`src/rtl/kanagawa_wide_umul_seq.sv`:
```
// kanagawa_wide_umul_seq
// Sequential wide unsigned multiplier. DW-bit operands are cut into 17-bit
// limbs; every limb pair goes through one shared 18x18 DSP multiplier (two
// cycle latency) and the 36-bit partial products are shift-accumulated into a
// 2*DW-bit result. Only one operation is in flight at a time.
//
// _hardware_dsp__umul18 is a behavioural stand-in for the vendor 18x18 DSP
// primitive so the block elaborates on its own.

module _hardware_dsp__umul18 #(
    parameter int    LATENCY       = 2,
    parameter string DEVICE_FAMILY = ""
) (
    input  logic        clk,
    input  logic        rst,
    input  logic        op_valid_in,
    input  logic [17:0] op_x_in,
    input  logic [17:0] op_y_in,
    output logic [35:0] op_result_out
);

    generate
        if (DEVICE_FAMILY == "") begin : g_generic
            // Multiply first, then carry the product through LATENCY registers.
            logic [35:0] w_product;
            logic [35:0] r_pipe [LATENCY];

            // Operands are only meaningful while op_valid_in is high.
            always_comb begin
                w_product = 36'd0;
                if (op_valid_in) begin
                    w_product = op_x_in * op_y_in;
                end else begin
                    w_product = 36'd0;
                end
            end

            // Product pipeline.
            always_ff @(posedge clk) begin
                if (rst) begin
                    for (int k = 0; k < LATENCY; k++) begin
                        r_pipe[k] <= 36'd0;
                    end
                end else begin
                    r_pipe[0] <= w_product;
                    for (int k = 1; k < LATENCY; k++) begin
                        r_pipe[k] <= r_pipe[k-1];
                    end
                end
            end

            assign op_result_out = r_pipe[LATENCY-1];
        end else begin : g_input_reg
            // Hard DSP slices register their inputs; the multiply follows.
            logic [17:0] r_xa;
            logic [17:0] r_ya;
            logic        r_va;
            logic [35:0] r_pipe [LATENCY-1];

            // Input register stage, then product pipeline.
            always_ff @(posedge clk) begin
                if (rst) begin
                    r_xa <= 18'd0;
                    r_ya <= 18'd0;
                    r_va <= 1'b0;
                    for (int k = 0; k < LATENCY - 1; k++) begin
                        r_pipe[k] <= 36'd0;
                    end
                end else begin
                    r_xa      <= op_x_in;
                    r_ya      <= op_y_in;
                    r_va      <= op_valid_in;
                    r_pipe[0] <= r_va ? (r_xa * r_ya) : 36'd0;
                    for (int k = 1; k < LATENCY - 1; k++) begin
                        r_pipe[k] <= r_pipe[k-1];
                    end
                end
            end

            assign op_result_out = r_pipe[LATENCY-2];
        end
    endgenerate

endmodule

module kanagawa_wide_umul_seq #(
    parameter int    DW            = 34,
    parameter string DEVICE_FAMILY = ""
) (
    input  logic            clk,
    input  logic            rst,
    input  logic            in_valid,
    output logic            in_ready,
    input  logic [DW-1:0]   x_in,
    input  logic [DW-1:0]   y_in,
    output logic            out_valid,
    input  logic            out_ready,
    output logic [2*DW-1:0] z_out
);

    localparam int LIMB = 17;
    localparam int N    = DW / LIMB;
    localparam int ZW   = 2 * DW;
    localparam int CW   = (N > 1) ? $clog2(N) : 1;
    localparam int SW   = $clog2(ZW) + 1;
    localparam int PW   = ZW + 36;

    typedef enum logic [1:0] {
        ST_IDLE  = 2'd0,
        ST_ISSUE = 2'd1,
        ST_DRAIN = 2'd2,
        ST_DONE  = 2'd3
    } state_t;

    state_t          r_state;
    state_t          w_state_next;
    logic [CW-1:0]   r_i;
    logic [CW-1:0]   r_j;
    logic [CW-1:0]   w_i_next;
    logic [CW-1:0]   w_j_next;
    logic            r_drain_cnt;
    logic            w_drain_cnt_next;
    logic            w_load;
    logic            w_issue;

    logic [DW-1:0]   r_x;
    logic [DW-1:0]   r_y;
    logic [ZW-1:0]   r_acc;
    logic [ZW-1:0]   w_addend;

    logic [17:0]     w_op_x;
    logic [17:0]     w_op_y;
    logic [SW-1:0]   w_issue_shift;
    logic [35:0]     w_dsp_result;

    // Tag pipe: stage 1 lines up with the DSP output.
    logic [1:0]      r_tag_valid;
    logic [SW-1:0]   r_tag_shift [2];

    // Next-state, issue-counter and strobe logic.
    always_comb begin
        w_state_next     = r_state;
        w_i_next         = r_i;
        w_j_next         = r_j;
        w_drain_cnt_next = r_drain_cnt;
        w_load           = 1'b0;
        w_issue          = 1'b0;
        case (r_state)
            ST_IDLE: begin
                if (in_valid) begin
                    w_load       = 1'b1;
                    w_i_next     = {CW{1'b0}};
                    w_j_next     = {CW{1'b0}};
                    w_state_next = ST_ISSUE;
                end else begin
                    w_state_next = ST_IDLE;
                end
            end
            ST_ISSUE: begin
                w_issue = 1'b1;
                if (r_j == CW'(N - 1)) begin
                    w_j_next = {CW{1'b0}};
                    if (r_i == CW'(N - 1)) begin
                        w_i_next         = {CW{1'b0}};
                        w_drain_cnt_next = 1'b0;
                        w_state_next     = ST_DRAIN;
                    end else begin
                        w_i_next = r_i + CW'(1);
                    end
                end else begin
                    w_j_next = r_j + CW'(1);
                end
            end
            ST_DRAIN: begin
                // Two cycles let the last product clear the DSP pipeline.
                if (r_drain_cnt) begin
                    w_state_next = ST_DONE;
                end else begin
                    w_drain_cnt_next = 1'b1;
                end
            end
            ST_DONE: begin
                if (out_ready) begin
                    w_state_next = ST_IDLE;
                end else begin
                    w_state_next = ST_DONE;
                end
            end
            default: begin
                w_state_next = ST_IDLE;
            end
        endcase
    end

    // State register and issue counters.
    always_ff @(posedge clk) begin
        if (rst) begin
            r_state     <= ST_IDLE;
            r_i         <= {CW{1'b0}};
            r_j         <= {CW{1'b0}};
            r_drain_cnt <= 1'b0;
        end else begin
            r_state     <= w_state_next;
            r_i         <= w_i_next;
            r_j         <= w_j_next;
            r_drain_cnt <= w_drain_cnt_next;
        end
    end

    // Operand capture on accept.
    always_ff @(posedge clk) begin
        if (rst) begin
            r_x <= {DW{1'b0}};
            r_y <= {DW{1'b0}};
        end else if (w_load) begin
            r_x <= x_in;
            r_y <= y_in;
        end else begin
            r_x <= r_x;
            r_y <= r_y;
        end
    end

    // Limb selection for the current (i, j) pair; idle cycles feed zeros.
    always_comb begin
        w_op_x        = 18'd0;
        w_op_y        = 18'd0;
        w_issue_shift = {SW{1'b0}};
        if (w_issue) begin
            w_op_x        = {1'b0, r_x[LIMB*int'(r_i) +: LIMB]};
            w_op_y        = {1'b0, r_y[LIMB*int'(r_j) +: LIMB]};
            w_issue_shift = SW'(LIMB * (int'(r_i) + int'(r_j)));
        end else begin
            w_op_x        = 18'd0;
            w_op_y        = 18'd0;
            w_issue_shift = {SW{1'b0}};
        end
    end

    _hardware_dsp__umul18 #(
        .LATENCY       (2),
        .DEVICE_FAMILY (DEVICE_FAMILY)
    ) u_dsp (
        .clk           (clk),
        .rst           (rst),
        .op_valid_in   (w_issue),
        .op_x_in       (w_op_x),
        .op_y_in       (w_op_y),
        .op_result_out (w_dsp_result)
    );

    // Tag pipe travelling alongside the DSP; reset drops in-flight products.
    always_ff @(posedge clk) begin
        if (rst) begin
            r_tag_valid    <= 2'b00;
            r_tag_shift[0] <= {SW{1'b0}};
            r_tag_shift[1] <= {SW{1'b0}};
        end else begin
            r_tag_valid    <= {r_tag_valid[0], w_issue};
            r_tag_shift[0] <= w_issue_shift;
            r_tag_shift[1] <= r_tag_shift[0];
        end
    end

    // Partial product aligned to its limb weight. The 36-bit product never
    // exceeds 34 significant bits, so truncating to ZW loses nothing.
    always_comb begin
        w_addend = ZW'({{(PW-36){1'b0}}, w_dsp_result} << r_tag_shift[1]);
    end

    // Shift-accumulate; cleared on accept and on reset.
    always_ff @(posedge clk) begin
        if (rst) begin
            r_acc <= {ZW{1'b0}};
        end else if (w_load) begin
            r_acc <= {ZW{1'b0}};
        end else if (r_tag_valid[1]) begin
            r_acc <= r_acc + w_addend;
        end else begin
            r_acc <= r_acc;
        end
    end

    assign in_ready  = (r_state == ST_IDLE) && !rst;
    assign out_valid = (r_state == ST_DONE);
    assign z_out     = r_acc;

endmodule

```
`config.mk`:
```
export PLATFORM = sky130hd
export DESIGN_NAME = kanagawa_wide_umul_seq
export DESIGN_NICKNAME = d
export VERILOG_FILES = /design/src/rtl/kanagawa_wide_umul_seq.sv
export SDC_FILE = /design/constraint.sdc
export NUM_CORES = 1
export LEC_CHECK = 0
export ABC_CLOCK_PERIOD_IN_PS = 19060
export BUFFER_PORTS_ARGS = -buffer_cell sky130_fd_sc_hd__buf_2
export CAP_MARGIN = 20
export CORE_AREA = 4 4 202 204
export DETAILED_ROUTE_END_ITERATION = 7
export DIE_AREA = 0 0 206 208
export MAX_ROUTING_LAYER = met4
export PLACE_DENSITY_LB_ADDON = 0.05
export SLEW_MARGIN = 20
export SYNTH_ARGS = -nofsm -noshare
export SYNTH_HDL_FRONTEND = slang
export SYNTH_HIERARCHICAL = 1
export SYNTH_SLANG_ARGS = --single-unit
export TNS_END_PERCENT = 50
```
`constraint.sdc`:
```
create_clock -name clk -period 19.06 [get_ports clk]
set_clock_uncertainty 0.1 [all_clocks]
set_input_delay 5.718 -clock clk [delete_from_list [all_inputs] [get_ports clk]]
set_output_delay 5.718 -clock clk [all_outputs]
set_load 0.1 [all_outputs]
```
==> metrics.md, run 1 <==
| Metric | Value |
|---|---|
| Drt via density | 5.64 |
| Row count | 73 |
| P_leak | 11.8 nW |
| Peak supply drop | 0.0737 mV |
| Setup bufs post-CTS | 0 |
| Dominant cell type by area after synthesis | fa_1 |
| Worst path required time | 13.24 ns |
| IO Pins | 142 |
| Post-DR wirelength/cell | 18.4 um |
| Slew Limit Fails | 0 |
| First-pass iteration count of the detailed router | 5 |
| Final ANT Viol Nets | 0 |
| Hold_ws | 0.327 ns |
| Largest net degree at the start of global routing | 73 |
| Max H-tree Level | 1 |
| Endpoints failing hold | 0 |
| Global-route wire length before repair | 101000 um |
| Sequential share of the synthesized area | 18.9% |
| I/O Buffers | 141 |
| Main flop type after synthesis | dfxtp_1 |
| Synth area leaders | fa_1 (22%), dfxtp_1 (19%), ha_1 (9.6%) |
| Async set or reset register ratio after synthesis | 0% |
| Post-route insts no fill | 3360 |
| Most common cell in the netlist | nand2_1 |
| Number of global-route vias before repair | 19400 |
| F_max | 0.0808 GHz |
| Post-Syn Area per Cell | 8.34 um2 |
| Drt initial violations | 1164 |
| RSZ-0062 raised after global routing | false |
| Crit path launch type | input pin |
| Total GRT Usage | 29.9% |
| Clock Sinks | 219 |
| Clock Tree Root | clkbuf_16 |
| Clock latency on the worst-skew pair | 0.54 ns |
| CORE AREA | 39300 um2 |
| Final Routed Wirelength | 61900 um |
| Synth top cells by count | nand2_1 (391), inv_1 (342), fa_1 (257), dfxtp_1 (219), a21oi_1 (195) |
| Placed Instances | 3313 |
| Initial antenna violation count | 0 |
| Dpl ws | 6.66 ns |
| Register clock-pin slew on the reported worst setup and hold paths | 0.06 ns |
| Placed cell areas | 24000 um2 |
| Via count | 18900 |
| Gr ovfl total | 0 |
| Initial Utilization | 59.0% |
| Final #Nets | 3323 |
| Ant. Diodes | 0 |
| Slew margin rel. | 25.3% |
| Layout cells sized above 1 | 10.1% |
| Min setup slack post-route | 6.68 ns |
| Top cell type's share of synthesized area | 22.2% |
| Cell variety after synth | 82 |
| Fin Setup TNS | 0 ns |
| Number of synthesized flops with an enable pin | 0 |
| Post-cts resize count | 0 |
| Post-DP HPWL | 48700 um |
| Flops & latches, synth | 219 |
| Final min period | 12.38 ns |
| Longest Clk Path Bufs | 3 |
| Synth Instances | 2781 |
| Arrival time worst endpoint | 6.56 ns |
| Critical path peak fanout | 47 |
| Worst-margin pin slew | 1.12 ns |
| DRC | 0 |
| Crit path kind | input pin to output port |
| Die height | 208 um |
| Period utilization | 64.9% |
| GPL Wtd Cong | 0.982 |
| Post-Syn Area | 23200 um2 |
| Synth-to-Final Area Change | 7.66% |
| Pwr/cell area | 44.9 nW/um2 |
| Warnings, synthesis | 6 |
| CTS buffer count | 26 |
| Hold WC Path Type | flip-flop to flip-flop |
| Max_cap viols | 0 |
| Number of hold buffers added after cts | 0 |
| Fin area | 25000 um2 |
| Final setup viols | 0 |
| Die X | 206 um |
| Crit end category | output port |
| Die ar. | 42800 um2 |
| Status | completed |
| CTS tree | yes |
==> placed cells by master (no fill, tap or decap), types with 66 or more instances in the layout <==
master / count
inv_1: 342
nor2_1: 161
nand2_1: 390
mux2i_1: 99
a21oi_1: 195
o21ai_0: 74
and2_1: 187
fa_1: 257
ha_1: 178
nor2b_1: 66
dfxtp_1: 218
buf_2: 140
==> logic make-up after synthesis <==
logic type | share of synthesized area [%]
adder cells (fa/ha/maj) | 31.8
flip-flops | 18.9
buffers and inverters | 9.46
multiplexers | 4.42
AO/OA/AOI/OAI | 12.6
AND/OR/NAND/NOR | 19.7
XOR/XNOR | 3.10
other | 0.0162
==> layer usage <==
metal	global-route usage, %	vias up	share of wire, %
li1	-	8998	-
met1	36.7	9266	41
met2	51.8	542	51
met3	3.79	142	5.0
met4	8.56	0	3.2
met5	-	-	0
==> worst paths after layout <==
kind              slack (ns)  cells past startpoint                                       end                               startpoint
setup / recovery        6.68                      3                                  in_ready                                      rst
hold / removal          0.33                      1  u_dsp/g_generic.r_pipe[0][41]$_SDFF_PP0_  u_dsp/g_generic.r_pipe[0][5]$_SDFF_PP0_
setup reg to reg       11.72                     21  u_dsp/g_generic.r_pipe[0][35]$_SDFF_PP0_                  r_state[0]$_SDFFE_PP0P_
hold reg to reg         0.33                      1  u_dsp/g_generic.r_pipe[0][41]$_SDFF_PP0_  u_dsp/g_generic.r_pipe[0][5]$_SDFF_PP0_
==> state kept, by name, summed over array words and instances, names as in the netlist <==
signal	flops
r_y	34
z_out	68
r_x	34
r_state	2
r_i	1
r_drain_cnt	1
r_j	1
r_tag_valid	2
r_tag_shift	4
u_dsp/g_generic.r_pipe	72
==> stage by stage <==
| stage | power (mW) | util [%] |
|---|---|---|
| floorplan | 0.558 | - |
| global placement | 0.590 | 61.1 |
| detailed placement | 0.592 | 61.1 |
| CTS | 1.13 | 63.5 |
| global route | 1.16 | 63.5 |
| finish | 1.12 | 63.5 |
==> critical path: stages <==
cell,delay [ns]
buf_4,0.23
nor3_1,0.16
buf_2,0.45
==> power by group <==
| part | internal (mW) | total (mW) | switching, mW |
|---|---|---|---|
| Combinational | 0.0342 | 0.108 | 0.0738 |
| Clock | 0.335 | 0.537 | 0.201 |
| Sequential | 0.468 | 0.475 | 0.00663 |
==> layout make-up <==
| class | instances | area, um2 |
|---|---|---|
| inverter | 342 | 1280 |
| timing repair buffer | 177 | 978 |
| tap | 525 | 657 |
| fill | 3526 | 14300 |
| sequential | 219 | 4390 |
| clock buffer | 31 | 711 |
| multi-input combinational | 2050 | 16700 |
| clock inverter | 16 | 228 |
(Power assumes the default switching activity.)
==> run 2, diff against run 1 <==
- ABC_CLOCK_PERIOD_IN_PS: 19060 -> 10910
- CORE_AREA: 4 4 202 204 -> 4 4 207 209
- DIE_AREA: 0 0 206 208 -> 0 0 211 213
- clock period: 19.06 -> 10.91 ns (I/O delays scaled with it)
==> run 2 against run 1 <==
  * Power is 67% higher
  * First-iteration DRC count is 9.1% higher
  * Sequential share of layout area hardly changed
  * Sequential cell count stayed put
  * Non-clock buffer count is 10 higher
  * Highest routed layer unchanged
  * Global-route usage is 0.15 points higher
  * Sequential power is 75% higher
  * Critical endpoint unchanged
  * Worst hold slack better by 0.0038 ns
  * Combinational power is 75% higher
  * Critical path depth stayed put
==> metrics.md, run 2 (same netlist as run 1, synthesis figures left out) <==
| Metric | Value |
|---|---|
| CTS tree | yes (unchanged) |
| P_leak | 11.8 nW (about the same) |
| Worst path top cell family by delay | buffers and inverters (unchanged) |
| Hold WC Path Type | flip-flop to flip-flop (unchanged) |
| Post-DR wirelength/cell | 19.1 um (was 18.4 um) |
| Pint | 1.39 mW (was 838 uW) |
| Status | completed (unchanged) |
| Endpoints failing hold | 0 (unchanged) |
| Peak supply drop | 0.0969 mV (was 0.0737 mV) |
| Final design utilization | 61.0% (was 63.5%) |
| Row count | 74 (was 73) |
| Clock latency on the worst-skew pair | 0.54 ns (about the same) |
| CP peak stage delay | 0.45 ns (about the same) |
| Critical path peak fanout | 51 (was 47) |
| Crit-path cells | buf_4 > nor3_1 > buf_2 (unchanged) |
| Met3 routed WL | 3130 um (was 3100 um) |
| Crit path buf inv count | 2 (unchanged) |
| Largest net degree at the start of global routing | 72 (was 73) |
| Fillers | 3707 (was 3526) |
| Metal-1 WL | 26300 um (was 25400 um) |
| Crit path kind | input pin to output port (unchanged) |
| Final min period | 7.51 ns |
| Global-route wire length before repair | 105000 um (was 101000 um) |
| Slew margin rel. | 36.0% (was 25.3%) |
| Register bank with the most flops | u_dsp/g_generic.r_pipe (unchanged) |
| Slew Limit Fails | 0 (unchanged) |
| Pwr/cell area | 75.3 nW/um2 (was 44.9 nW/um2) |
| Max H-tree Level | 1 (unchanged) |
| RSZ-0062 raised after global routing | false (unchanged) |
| IO Pins | 142 (unchanged) |
| Initial Utilization | 56.8% (was 59.0%) |
| Final Routed Wirelength | 64600 um (was 61900 um) |
| Multi-input logic area | 16700 um2 (about the same) |
| Uppermost routed layer | met4 (unchanged) |
| Clock Tree Root | clkbuf_16 (unchanged) |
| Fin Setup TNS | 0 ns (unchanged) |
| Part of the power in the clock network | 45.6% (was 47.9%) |
| First-pass iteration count of the detailed router | 6 (was 5) |
| Flop pwr share | 44.3% (was 42.4%) |
| Period utilization | 68.9% |
| GPL Wtd Cong | 0.962 (was 0.982) |
| Final setup viols | 0 (unchanged) |
| Placed Instances | 3330 (was 3313) |
| Final ANT Viol Nets | 0 (unchanged) |
| Worst path required time | 7.54 ns (was 13.24 ns) |
| Post-DP HPWL | 50900 um (was 48700 um) |
| F_max | 0.133 GHz |
| Worst-margin pin slew | 0.960 ns (was 1.12 ns) |
| Switching fraction of total power | 25.8% (was 25.2%) |
| Seq. cell area | 4390 um2 (unchanged) |
| Die X | 211 um (was 206 um) |
| Drt initial violations | 1270 (was 1164) |
| Ant. Diodes | 0 (unchanged) |
| Number of hold buffers added after cts | 0 (unchanged) |
| Number of global-route vias before repair | 19700 (was 19400) |
| Commonest non-fill, non-tap cell in the layout | nand2_1 (unchanged) |
| Drt via density | 5.62 (was 5.64) |
| Synth-to-Final Area Change | 7.42% (was 7.66%) |
| Longest Clk Path Bufs | 3 (unchanged) |
| Post-cts resize count | 0 (unchanged) |
| Worst R2R Setup Slack | 3.66 ns (was 11.72 ns) |
| Via count | 19000 (was 18900) |
| Crit path launch type | input pin (unchanged) |
| Die height | 213 um (was 208 um) |
| Final #Nets | 3332 (was 3323) |
| CORE AREA | 40800 um2 (was 39300 um2) |
| Most frequent cells in the layout | nand2_1 (390), inv_1 (342), fa_1 (257) (unchanged) |
| Total GRT Usage | 30.0% (was 29.9%) |
| Gr ovfl total | 0 (unchanged) |
| Die ar. | 44900 um2 (was 42800 um2) |
| CTS buffer count | 25 (was 26) |
| Sw Pwr | 484 uW (was 282 uW) |
| Register clock-pin slew on the reported worst setup and hold paths | 0.07 ns (was 0.06 ns) |
| Layout cells sized above 1 | 9.71% (was 10.1%) |
| I/O Buffers | 141 (unchanged) |
| Initial antenna violation count | 0 (unchanged) |
| DRC | 0 (unchanged) |
| Crit end category | output port (unchanged) |
| Hold_ws | 0.331 ns (was 0.327 ns) |
| Max reg flops | 72 (unchanged) |
| Arrival time worst endpoint | 4.14 ns (was 6.56 ns) |
| Worst path slowest cell | buf_2 (unchanged) |
| Combinational power share | 10.1% (was 9.6%) |
| Metal2 WL | 32000 um (was 31400 um) |
| Max_cap viols | 0 (unchanged) |
| Clock Sinks | 219 (unchanged) |
| Setup bufs post-CTS | 0 (unchanged) |
| Post-route insts no fill | 3374 (was 3360) |
## run 2: cell types whose count changed in the layout (fill, tap and decap cells not counted)
| cell | previous run | this run |
|---|---|---|
| bufinv_16 | 5 | 3 |
| nor2b_2 | 1 | 0 |
| clkbuf_8 | 2 | 3 |
| clkinvlp_4 | 5 | 3 |
| clkinv_4 | 0 | 1 |
| clkbuf_16 | 27 | 25 |
| clkbuf_1 | 2 | 4 |
| nor2_2 | 15 | 2 |
| nor2_1 | 161 | 174 |
| inv_8 | 1 | 0 |
| buf_4 | 37 | 47 |
| nor2b_1 | 66 | 67 |
## run 2: power by group through the flow
stage	combinational [mW]	sequential [mW]	clock, mW
after floorplan	0.127	0.848	0
after global placement	0.184	0.848	0
after detailed placement	0.187	0.849	0
after CTS	0.188	0.831	0.875
after global routing	0.210	0.833	0.906
final	0.189	0.831	0.855
## run 2: cell type report
cell class,instances,area share (%)
clock buffer,32,2.74
clock inverter,12,0.603
inverter,342,5.16
multi-input combinational,2050,67.0
sequential,219,17.6
tap,532,2.67
timing repair buffer,187,4.23
## run 2: worst paths after layout
kind,from,endpoint,cells after the start
setup reg to reg,r_state[0]$_SDFFE_PP0P_,u_dsp/g_generic.r_pipe[0][35]$_SDFF_PP0_,20
setup / recovery,rst,in_ready,3
hold reg to reg,u_dsp/g_generic.r_pipe[0][9]$_SDFF_PP0_,u_dsp/g_generic.r_pipe[0][45]$_SDFF_PP0_,1
hold / removal,u_dsp/g_generic.r_pipe[0][9]$_SDFF_PP0_,u_dsp/g_generic.r_pipe[0][45]$_SDFF_PP0_,1
## run 2: metal layers
layer	vias up	global-route usage [%]
met5	-	-
met4	0	12.7
met3	162	3.25
met2	553	51.9
met1	9232	35.9
li1	9005	-
## run 2: stage by stage
step / setup slack [ns] / area (um2) / power, mW
after floorplan: 1.87 / 23200 / 0.975
after global placement: 3.33 / 24100 / 1.03
after detailed placement: 3.37 / 24100 / 1.04
after CTS: 3.38 / 24900 / 1.89
after global routing: 3.20 / 24900 / 1.95
final: 3.40 / 24900 / 1.88
